## src/rtl/wb_arbiter_2m_pkg.sv

```systemverilog
// Shared definitions for the two-master Wishbone arbiter.
// Holds the FSM state encoding, the timeout counter width and the
// round-robin pick function.
package wb_arbiter_2m_pkg;

   typedef enum logic [1:0] {
      ST_IDLE  = 2'd0,
      ST_ISSUE = 2'd1,
      ST_WAIT  = 2'd2
   } arb_state_t;

   // Width of the slave-response timeout counter
   localparam int unsigned TMO_CW = 8;

   // One-hot winner for two requesters.
   // If both masters request, ptr names the winner (0 -> master 0, 1 -> master 1).
   function automatic logic [1:0] rr_pick(input logic [1:0] req, input logic ptr);
      logic [1:0] pick;
      case (req)
         2'b01:   pick = 2'b01;
         2'b10:   pick = 2'b10;
         2'b11:   pick = ptr ? 2'b10 : 2'b01;
         default: pick = 2'b00;
      endcase
      return pick;
   endfunction

endpackage

```

## src/rtl/wb_arbiter_2m_rr_arbiter_2.sv

```systemverilog
// rr_arbiter_2: two-way round-robin arbiter.
// The grant is combinational from req and the pointer. On advance, the
// pointer moves to the master that did not win, so that master is
// favoured on the next tie.
module rr_arbiter_2
   import wb_arbiter_2m_pkg::*;
(
   input  logic       clk,
   input  logic       rst,
   input  logic [1:0] req,
   input  logic       advance,
   output logic [1:0] gnt
);

   logic ptr;

   // Winner selection from the current requests and the pointer
   always_comb begin
      gnt = rr_pick(req, ptr);
   end

   // Pointer update: after a grant, point at the other master
   always_ff @(posedge clk) begin
      if (rst) begin
         ptr <= 1'b0;
      end else if (advance && (gnt != 2'b00)) begin
         ptr <= gnt[0];
      end
   end

endmodule

```

## src/rtl/wb_arbiter_2m.sv

```systemverilog
// wb_arbiter_2m: shares one Wishbone pipelined slave port between two
// pipelined masters using round-robin arbitration. Only one transaction
// is outstanding at a time; a hung slave is turned into m_err_o after
// TIMEOUT cycles (TIMEOUT = 0 disables the timeout).
module wb_arbiter_2m
   import wb_arbiter_2m_pkg::*;
#(
   parameter int unsigned AW      = 2,
   parameter int unsigned DW      = 32,
   parameter int unsigned TIMEOUT = 255
) (
   input  logic                clk_i,
   input  logic                rst_i,
   input  logic [1:0]          m_cyc_i,
   input  logic [1:0]          m_stb_i,
   input  logic [1:0]          m_we_i,
   input  logic [2*DW/8-1:0]   m_sel_i,
   input  logic [2*AW-1:0]     m_adr_i,
   input  logic [2*DW-1:0]     m_dat_i,
   output logic [1:0]          m_ack_o,
   output logic [1:0]          m_err_o,
   output logic [1:0]          m_stall_o,
   output logic [DW-1:0]       m_dat_o,
   output logic                s_cyc_o,
   output logic                s_stb_o,
   output logic                s_we_o,
   output logic [DW/8-1:0]     s_sel_o,
   output logic [AW-1:0]       s_adr_o,
   output logic [DW-1:0]       s_dat_o,
   input  logic                s_ack_i,
   input  logic                s_err_i,
   input  logic                s_stall_i,
   input  logic [DW-1:0]       s_dat_i,
   output logic [1:0]          gnt_o
);

   localparam int unsigned SW = DW / 8;
   localparam bit          TMO_EN = (TIMEOUT != 0);
   // Counter value in the cycle that is TIMEOUT cycles after the grant cycle
   localparam logic [TMO_CW-1:0] TMO_LAST = (TIMEOUT == 0) ? '0 : TMO_CW'(TIMEOUT - 1);

   arb_state_t        state;
   logic [TMO_CW-1:0] tmo_cnt;
   logic [1:0]        req;
   logic [1:0]        rr_gnt;
   logic              grant;
   logic              busy;
   logic              owner_cyc;
   logic              rsp_ok;
   logic              fin_ack;
   logic              fin_err;
   logic              fin_tmo;
   logic              abort;
   logic              xfer_end;

   assign req = m_cyc_i & m_stb_i;

   rr_arbiter_2 u_rr (
      .clk     (clk_i),
      .rst     (rst_i),
      .req     (req),
      .advance (grant),
      .gnt     (rr_gnt)
   );

   // Transaction decode: grant, completion, timeout and abort conditions
   always_comb begin
      busy      = (state != ST_IDLE);
      grant     = (state == ST_IDLE) && !rst_i && (req != 2'b00);
      owner_cyc = |(gnt_o & m_cyc_i);
      // A response only counts once the strobe has been accepted
      rsp_ok    = (state == ST_WAIT) || ((state == ST_ISSUE) && !s_stall_i);
      fin_err   = busy && owner_cyc && rsp_ok && s_err_i;
      fin_ack   = busy && owner_cyc && rsp_ok && s_ack_i && !s_err_i;
      fin_tmo   = busy && owner_cyc && TMO_EN && (tmo_cnt == TMO_LAST) && !fin_err && !fin_ack;
      abort     = busy && !owner_cyc;
      xfer_end  = fin_ack || fin_err || fin_tmo || abort;
   end

   // Route slave responses to the owning master in the same cycle
   always_comb begin
      m_ack_o = '0;
      m_err_o = '0;
      if (!rst_i) begin
         if (fin_ack) begin
            m_ack_o = gnt_o;
         end
         if (fin_err || fin_tmo) begin
            m_err_o = gnt_o;
         end
      end
   end

   // Every requester is stalled except the winner in its grant cycle
   always_comb begin
      m_stall_o = grant ? (req & ~rr_gnt) : req;
   end

   assign m_dat_o = s_dat_i;

   // Arbiter FSM with registered slave-side outputs and grant
   always_ff @(posedge clk_i) begin
      if (rst_i) begin
         state   <= ST_IDLE;
         s_cyc_o <= 1'b0;
         s_stb_o <= 1'b0;
         s_we_o  <= 1'b0;
         s_sel_o <= '0;
         s_adr_o <= '0;
         s_dat_o <= '0;
         gnt_o   <= '0;
         tmo_cnt <= '0;
      end else begin
         case (state)
            ST_IDLE: begin
               if (grant) begin
                  state   <= ST_ISSUE;
                  s_cyc_o <= 1'b1;
                  s_stb_o <= 1'b1;
                  gnt_o   <= rr_gnt;
                  tmo_cnt <= '0;
                  s_we_o  <= rr_gnt[1] ? m_we_i[1]         : m_we_i[0];
                  s_sel_o <= rr_gnt[1] ? m_sel_i[SW +: SW] : m_sel_i[0 +: SW];
                  s_adr_o <= rr_gnt[1] ? m_adr_i[AW +: AW] : m_adr_i[0 +: AW];
                  s_dat_o <= rr_gnt[1] ? m_dat_i[DW +: DW] : m_dat_i[0 +: DW];
               end
            end
            ST_ISSUE, ST_WAIT: begin
               tmo_cnt <= tmo_cnt + 1'b1;
               if (xfer_end) begin
                  state   <= ST_IDLE;
                  s_cyc_o <= 1'b0;
                  s_stb_o <= 1'b0;
                  gnt_o   <= '0;
               end else if ((state == ST_ISSUE) && !s_stall_i) begin
                  state   <= ST_WAIT;
                  s_stb_o <= 1'b0;
               end
            end
            default: begin
               state   <= ST_IDLE;
               s_cyc_o <= 1'b0;
               s_stb_o <= 1'b0;
               gnt_o   <= '0;
            end
         endcase
      end
   end

endmodule
```

## config.mk

```make
export PLATFORM = sky130hd
export DESIGN_NAME = wb_arbiter_2m
export DESIGN_NICKNAME = d
export VERILOG_FILES = /design/src/rtl/wb_arbiter_2m_pkg.sv /design/src/rtl/wb_arbiter_2m_rr_arbiter_2.sv /design/src/rtl/wb_arbiter_2m.sv
export SDC_FILE = /design/constraint.sdc
export NUM_CORES = 1
export LEC_CHECK = 0
export CORE_MARGIN = 2
export CORE_UTILIZATION = 36
export CTS_BUF_LIST = sky130_fd_sc_hd__clkbuf_4 sky130_fd_sc_hd__clkbuf_8 sky130_fd_sc_hd__clkbuf_16
export CTS_CLUSTER_SIZE = 28
export DETAILED_ROUTE_END_ITERATION = 7
export PLACE_DENSITY_LB_ADDON = 0.12
export SYNTH_ARGS = -nofsm -noshare
export SYNTH_HDL_FRONTEND = slang
export SYNTH_SLANG_ARGS = --single-unit
export TNS_END_PERCENT = 10
```

## constraint.sdc

```tcl
create_clock -name clk_i -period 2 [get_ports clk_i]
set_input_delay 0.2 -clock clk_i [delete_from_list [all_inputs] [get_ports clk_i]]
set_output_delay 0.2 -clock clk_i [all_outputs]
set_load 0.02 [all_outputs]
```

==> flow_summary.toml, run 1 <==
[sta]
period_share = 0.973
fmax_mhz = 514
hold_viol = 0
maxSlewHeadroom = 0.704
fin_crit_ns = 1.95
drv_slew = 0
setup_viol = 0
hold_ws_ns = 0.400
clock-skew-final_ns = 0.0103
rsz0062_at_grt = "yes"
worstMarginPinSlew_ns = 0.445
finalSetupTns_ns = 0

[power]
p_int_uw = 2210
peakVddDrop_uv = 353
seqPwrFrac = 0.392
power_density_nw_per_um2 = 747
power_leakage_uw = 0.00155
power_switching_uw = 1110
p_clk_frac = 0.194
switching_share = 0.335
combPwrFrac = 0.414

[placement]
dpl_cell_area_sq_um = 4350
dp_hpwl_microns = 5880
io_buffers = 135
routabilityCongestion = 0.765

[cts]
cts_max_level = 2
numCtsBuffers = 5
clk-insertion-delay-late_ns = 0.30
cts_buffer_depth = 2
cts_sinks = 54
clkTransAtPathRegs_ns = 0.09
cts_tree = "built"
root_buffer = "clkbuf_8"
post_cts_buffers = 0
cts.hold.buffers_added = 0

[setup_path]
worstPathRequired_ns = 1.80
endpoint_kind = "output pin"
arrival_ns = 1.75
cp-startpoint = "state[1]$_SDFFE_PP0P_"
timing.critical_path.from_type = "flip-flop"
r2r_start = "state[0]$_SDFFE_PP0P_"
crit_fanout = 3
worst-setup-path-type = "flip-flop to output pin"

[detailed_routing]
dr_total_vias = 2867
wl_microns = 8190
via_per_inst = 5.17
ant_nets = 0
drcViolationCount = 0
first_iter_violations = 96
routedWlPerCell_microns = 14.7
drt_pass1_iterations = 4

[global_route]
overflow = 0
track_usage = 0.181
grt_pass1_vias = 2739
antenna_found_initial = 0
grt_max_degree = 78
grt_pass1_wl_microns = 13000

[floorplanning]
die-height_microns = 94.7
io_pins = 200
die_area_sq_um = 8970
initial_core_util = 0.366
core_sq_um = 8090
rows = 33
die_x_microns = 94.7

[synth]
ys_seq_elements = 54
yosysWarnings = 0
synth_top_area_cell = "dfxtp_1"
synth_area_sq_um = 2960
syn-num-nets = 459
synth-seq-area-share = 0.365
netlist_top_cells_area = "dfxtp_1 (37%), o221ai_1 (11%), buf_4 (9.4%)"
syn_area_per_cell_sq_um = 8.89
ys_types = 45
synth_top_area_frac = 0.365
synthCells = 333

[finish]
area_growth_pct = 50.1
multi_input_area_sq_um = 1530
final_cell_area_sq_um = 4440
num-fill-cells = 774
ff_latch_area_sq_um = 1080
drive_above_1_share = 0.133
antennaDiodeCount = 0
final_util = 0.549
nets = 575

[run_status]
status = "finished clean"

[worst_hold_path]
worstHoldStart = "s_dat_i[16]"
min_path_type = "input pin to output pin"

[run]
cap_violations = 0
[area by class of cell]
cell class | instances | share of cell area
timing repair buffer | 166 | 0.356
multi-input combinational | 215 | 0.343
sequential | 54 | 0.244
tap | 105 | 0.0296
clock buffer | 7 | 0.0203
inverter | 7 | 0.00591
clock inverter | 1 | 0.00113
[worst max-delay path: stages, from the launching register on]
cell and delay [ns]:
dfxtp_2 0.33, inv_1 0.06, ha_1 0.19, nor2b_2 0.16, buf_4 0.14, o21a_1 0.18
a31oi_2 0.16, nor3_1 0.07, buf_2 0.16
[cells in the mapped netlist (all sizes together)]
| cell type | count |
|---|---|
| nand2b | 45 |
| a311oi | 1 |
| mux2i | 3 |
| o221ai | 38 |
| nand3 | 3 |
| and4 | 3 |
| nand4b | 1 |
| a22oi | 4 |
| a31oi | 4 |
| nor2b | 3 |
| o22ai | 3 |
| a21oi | 11 |
| a211o | 1 |
| o31ai | 3 |
| clkbuf | 10 |
| a22o | 1 |
| a32oi | 1 |
| buf | 47 |
| ha | 7 |
| and2 | 2 |
| nand4 | 1 |
| nor3 | 2 |
| or4 | 2 |
| a211oi | 6 |
| o21a | 6 |
| nor4 | 3 |
| inv | 7 |
| o21ai | 43 |
| and3 | 2 |
| nor2 | 5 |
| nand2 | 5 |
| dfxtp | 54 |
| o31a | 1 |
| or2 | 1 |
| a21boi | 4 |
[state kept, by name, indices dropped and copies added, names as in the netlist]
register / count
s_sel_o: 4
s_adr_o: 2
s_dat_o: 32
gnt_o: 2
s_cyc_o: 1
tmo_cnt: 8
s_we_o: 1
state: 2
s_stb_o: 1
u_rr.ptr: 1
[layer usage]
layer | track usage | up-vias | part of all wire | wire length, microns
met4 | 0.0411 | 0 | 0.0089 | 73
met5 | 0 | - | 0 | 0
met3 | 0.0599 | 7 | 0.083 | 677
li1 | - | 1439 | - | -
met1 | 0.223 | 1323 | 0.44 | 3610
met2 | 0.307 | 98 | 0.47 | 3820
[stage by stage]
step           cells  setup slack [ns]  total power [uW]
5_1_grt          555           -0.0690              3520
2_1_floorplan    333            0.0378              2080
4_1_cts          555           -0.0927              3330
3_3_place_gp     547            -0.147              2670
6_report         555            0.0530              3320
3_5_place_dp     547            -0.187              2680
[what timing repair did]
action                                  CTS  global route
endpoints found under the setup margin    6             9
resized for setup                        19            14
pin swaps                                 0             0
endpoints found under the hold margin     0             0
[power groups by stage]
stage	clock network, uW	logic, uW	registers (uW)
floorplan	0	625	1460
global placement	0	1360	1320
detailed placement	0	1360	1320
CTS	664	1370	1300
global route	705	1490	1320
finish	644	1370	1300
[placed cells by master, fill, tap and decap left out, types with 3 or more instances in the layout]
cell / Yosys / routed
o21ai_0: 5 / 4
o221ai_1: 38 / 38
nand3_1: 3 / 3
inv_1: 7 / 7
nand2b_1: 44 / 44
mux2i_1: 3 / 3
a21oi_1: 9 / 8
buf_4: 37 / 29
nor2_1: 4 / 4
a22oi_1: 3 / 3
a31oi_1: 4 / 3
a211oi_1: 5 / 5
clkdlybuf4s50_1: 0 / 129
buf_2: 10 / 4
nand2_1: 5 / 5
dfxtp_1: 54 / 52
o21a_1: 6 / 6
clkbuf_8: 0 / 6
o21ai_1: 38 / 38
o31ai_1: 3 / 3
ha_1: 7 / 7
nor4_1: 3 / 3
o22ai_1: 3 / 3
[cells by family after synthesis]
group | count (synthesis) | synth area share
buffers and inverters | 64 | 0.132
adders and majority gates | 7 | 0.0296
and+or+nand+nor | 78 | 0.165
AOI/OAI and AO/OA | 127 | 0.298
DFF | 54 | 0.365
muxes | 3 | 0.0101
[final timing paths]
check / slack, ns / cells after the start / end
min reg2reg: 0.46 / 2 / s_dat_o[22]$_SDFFE_PP0P_
min: 0.40 / 0 / m_dat_o[16]
max reg2reg: 0.18 / 8 / tmo_cnt[5]$_SDFFE_PP0P_
max: 0.05 / 8 / m_err_o[1]
Power figures use the tool's default switching activity.
==> run 2: changes to the inputs <==
--- a/config.mk
+++ b/config.mk
@@ -5,11 +5,12 @@
 export SDC_FILE = /design/constraint.sdc
 export NUM_CORES = 1
 export LEC_CHECK = 0
-export CORE_MARGIN = 2
-export CORE_UTILIZATION = 36
+export CORE_AREA = 2 2 78 80
 export CTS_BUF_LIST = sky130_fd_sc_hd__clkbuf_4 sky130_fd_sc_hd__clkbuf_8 sky130_fd_sc_hd__clkbuf_16
 export CTS_CLUSTER_SIZE = 28
 export DETAILED_ROUTE_END_ITERATION = 7
+export DIE_AREA = 0 0 80 82
+export DONT_BUFFER_PORTS = 1
 export PLACE_DENSITY_LB_ADDON = 0.12
 export SYNTH_ARGS = -nofsm -noshare
 export SYNTH_HDL_FRONTEND = slang
==> run 2 against run 1 <==
Clock power rose by 14%; final cell count fell by 33%; fmax fell by 0.30%; sequential share of layout area rose by 12 points; sequential power rose by 12%; cell area fell by 33%; via count fell by 19%; combinational power fell by 50%; largest cell class is now multi-input combinational cells; first-iteration DRC count fell by 8.3%; clock skew fell by 0.0018 ns; die area fell by 27%; critical path type unchanged.
==> flow_summary.toml, run 2 (same netlist as run 1, synthesis figures left out) <==
[sta]
worstMarginPinSlew_ns = 0.490
layout_setup_ws_ns = 0.0471
period_share = 0.976
drv_slew = 0
clock-skew-final_ns = 0.00850
rsz0062_at_grt = "yes"
hold_ws_ns = 0.0617
maxSlewHeadroom = 0.674
setup_viol = 0
hold_viol = 0
fmax_mhz = 512
fin_crit_ns = 1.95

[setup_path]
reg2reg_slack_ns = 0.17
worst-setup-path-type = "flip-flop to output pin"
crit_fanout = 9
regToRegEndpoint = "tmo_cnt[7]$_SDFFE_PP0P_"
arrival_ns = 1.75
worstPathRequired_ns = 1.80
timing.critical_path.from_type = "flip-flop"
endpoint_kind = "output pin"
reg2reg_depth = 6
cp-startpoint = "state[0]$_SDFFE_PP0P_"
endpoint = "m_ack_o[1]"
r2r_start = "state[0]$_SDFFE_PP0P_"

[floorplanning]
rows = 28
die-height_microns = 82
die_area_sq_um = 6560
initial_core_util = 0.515
die_x_microns = 80
core_sq_um = 5750
io_pins = 200

[finish]
antennaDiodeCount = 0
largestRegisters = "s_dat_o (32), tmo_cnt (8), s_sel_o (4)"
nets = 424
layout_commonest_cell = "dfxtp_1"
mostFrequentLayoutCells = "dfxtp_1 (52), nand2b_1 (44), o221ai_1 (38), o21ai_1 (38), buf_4 (12)"
area_growth_pct = 1.23
drive_above_1_share = 0.144
largest_reg_flops = 32
regMostFlops = "s_dat_o"
final_cell_area_sq_um = 3000

[power]
p_int_uw = 1880
power_density_nw_per_um2 = 960
power_switching_uw = 998
seqPwrFrac = 0.508
p_clk_frac = 0.254
peakVddDrop_uv = 451
switching_share = 0.347
combPwrFrac = 0.238
power_leakage_uw = 0.000960

[global_route]
grt_max_degree = 62
grt_pass1_wl_microns = 10200
antenna_found_initial = 0
grt_pass1_vias = 2116
track_usage = 0.197
overflow = 0

[detailed_routing]
routedWlPerCell_microns = 18.1
dr_total_vias = 2315
ant_nets = 0
drt_pass1_iterations = 4
wl_microns = 6780
first_iter_violations = 88
via_per_inst = 6.19
drcViolationCount = 0

[cts]
cts_tree = "built"
clkTransAtPathRegs_ns = 0.10
cts_buffer_depth = 2
clk-insertion-delay-late_ns = 0.30
numCtsBuffers = 5
cts_sinks = 54
root_buffer = "clkbuf_8"
cts_max_level = 2

[placement]
io_buffers = 0
routabilityCongestion = 0.867
dp_slack_ns = 0.125
dp_hpwl_microns = 4830
dpl_cell_area_sq_um = 2800

[run]
cap_violations = 0

[worst_hold_path]
min_path_type = "input pin to flip-flop"

[run_status]
status = "finished clean"
-- run 2: cell types whose count changed in the layout (fill, tap and decap cells not counted), moves of 2 or more --
cell,delta
ha_2,+2
nor4_1,-2
buf_4,-17
buf_2,-4
dlygate4sd3_1,+2
nor4_2,+2
clkdlybuf4s50_1,-129
ha_1,-2
-- run 2: per-layer routing --
metal | GRT usage | share of wire | vias up
met5 | 0 | 0 | -
met4 | 0.0627 | 0.010 | 0
met3 | 0.0582 | 0.074 | 7
met2 | 0.339 | 0.49 | 106
met1 | 0.237 | 0.43 | 1063
li1 | - | - | 1139
-- run 2: how the worst min path moves through the flow --
stage | cells after the start | endpoint | startpoint
6_report | 2 | s_dat_o[14]$_SDFFE_PP0P_ | rst_i
5_1_grt | 2 | s_dat_o[10]$_SDFFE_PP0P_ | rst_i
4_1_cts | 1 | s_stb_o$_SDFFE_PP0P_ | rst_i
3_5_place_dp | 1 | tmo_cnt[1]$_SDFFE_PP0P_ | rst_i
3_3_place_gp | 1 | gnt_o[0]$_SDFFE_PP0P_ | rst_i
2_1_floorplan | 2 | s_adr_o[0]$_SDFFE_PP0P_ | m_adr_i[2]
-- run 2: power by group through the flow --
| stage | clock (uW) | combinational [uW] | sequential (uW) |
|---|---|---|---|
| 6_report | 732 | 685 | 1460 |
| 5_1_grt | 808 | 760 | 1480 |
| 4_1_cts | 762 | 659 | 1470 |
| 3_5_place_dp | 0 | 644 | 1490 |
| 3_3_place_gp | 0 | 634 | 1490 |
| 2_1_floorplan | 0 | 625 | 1460 |
-- run 2: metrics by stage --
step | std cells | power, uW | util | setup TNS, ns
CTS | 372 | 2890 | 0.511 | 0
global placement | 363 | 2120 | 0.488 | 0
detailed placement | 363 | 2130 | 0.488 | 0
global route | 374 | 3050 | 0.522 | -0.0632
floorplan | 333 | 2080 | - | 0
finish | 374 | 2880 | 0.522 | 0
-- run 2: what timing repair did --
item	CTS	global route
gates resized for setup	5	11
setup endpoints to repair	4	4
hold buffers	1	1
cloned	0	0
endpoints found under the hold margin	6	1
pin swaps	0	4
setup buffers	0	1
-- run 2: cell type report --
cell class	count	area, sq um
Sequential cell	54	1090
Clock buffer	6	76.3
Fill cell	582	2750
Inverter	7	26.3
Clock inverter	2	37.5
Tap cell	75	93.8
Multi-Input combinational cell	215	1550
Timing Repair Buffer	15	130
-- run 2: worst max-delay path, stage by stage, from the launching register on --
cell and delay, ns:
dfxtp_2 0.36, inv_1 0.08, ha_2 0.26, or2_4 0.30
nor4_2 0.27, buf_4 0.19
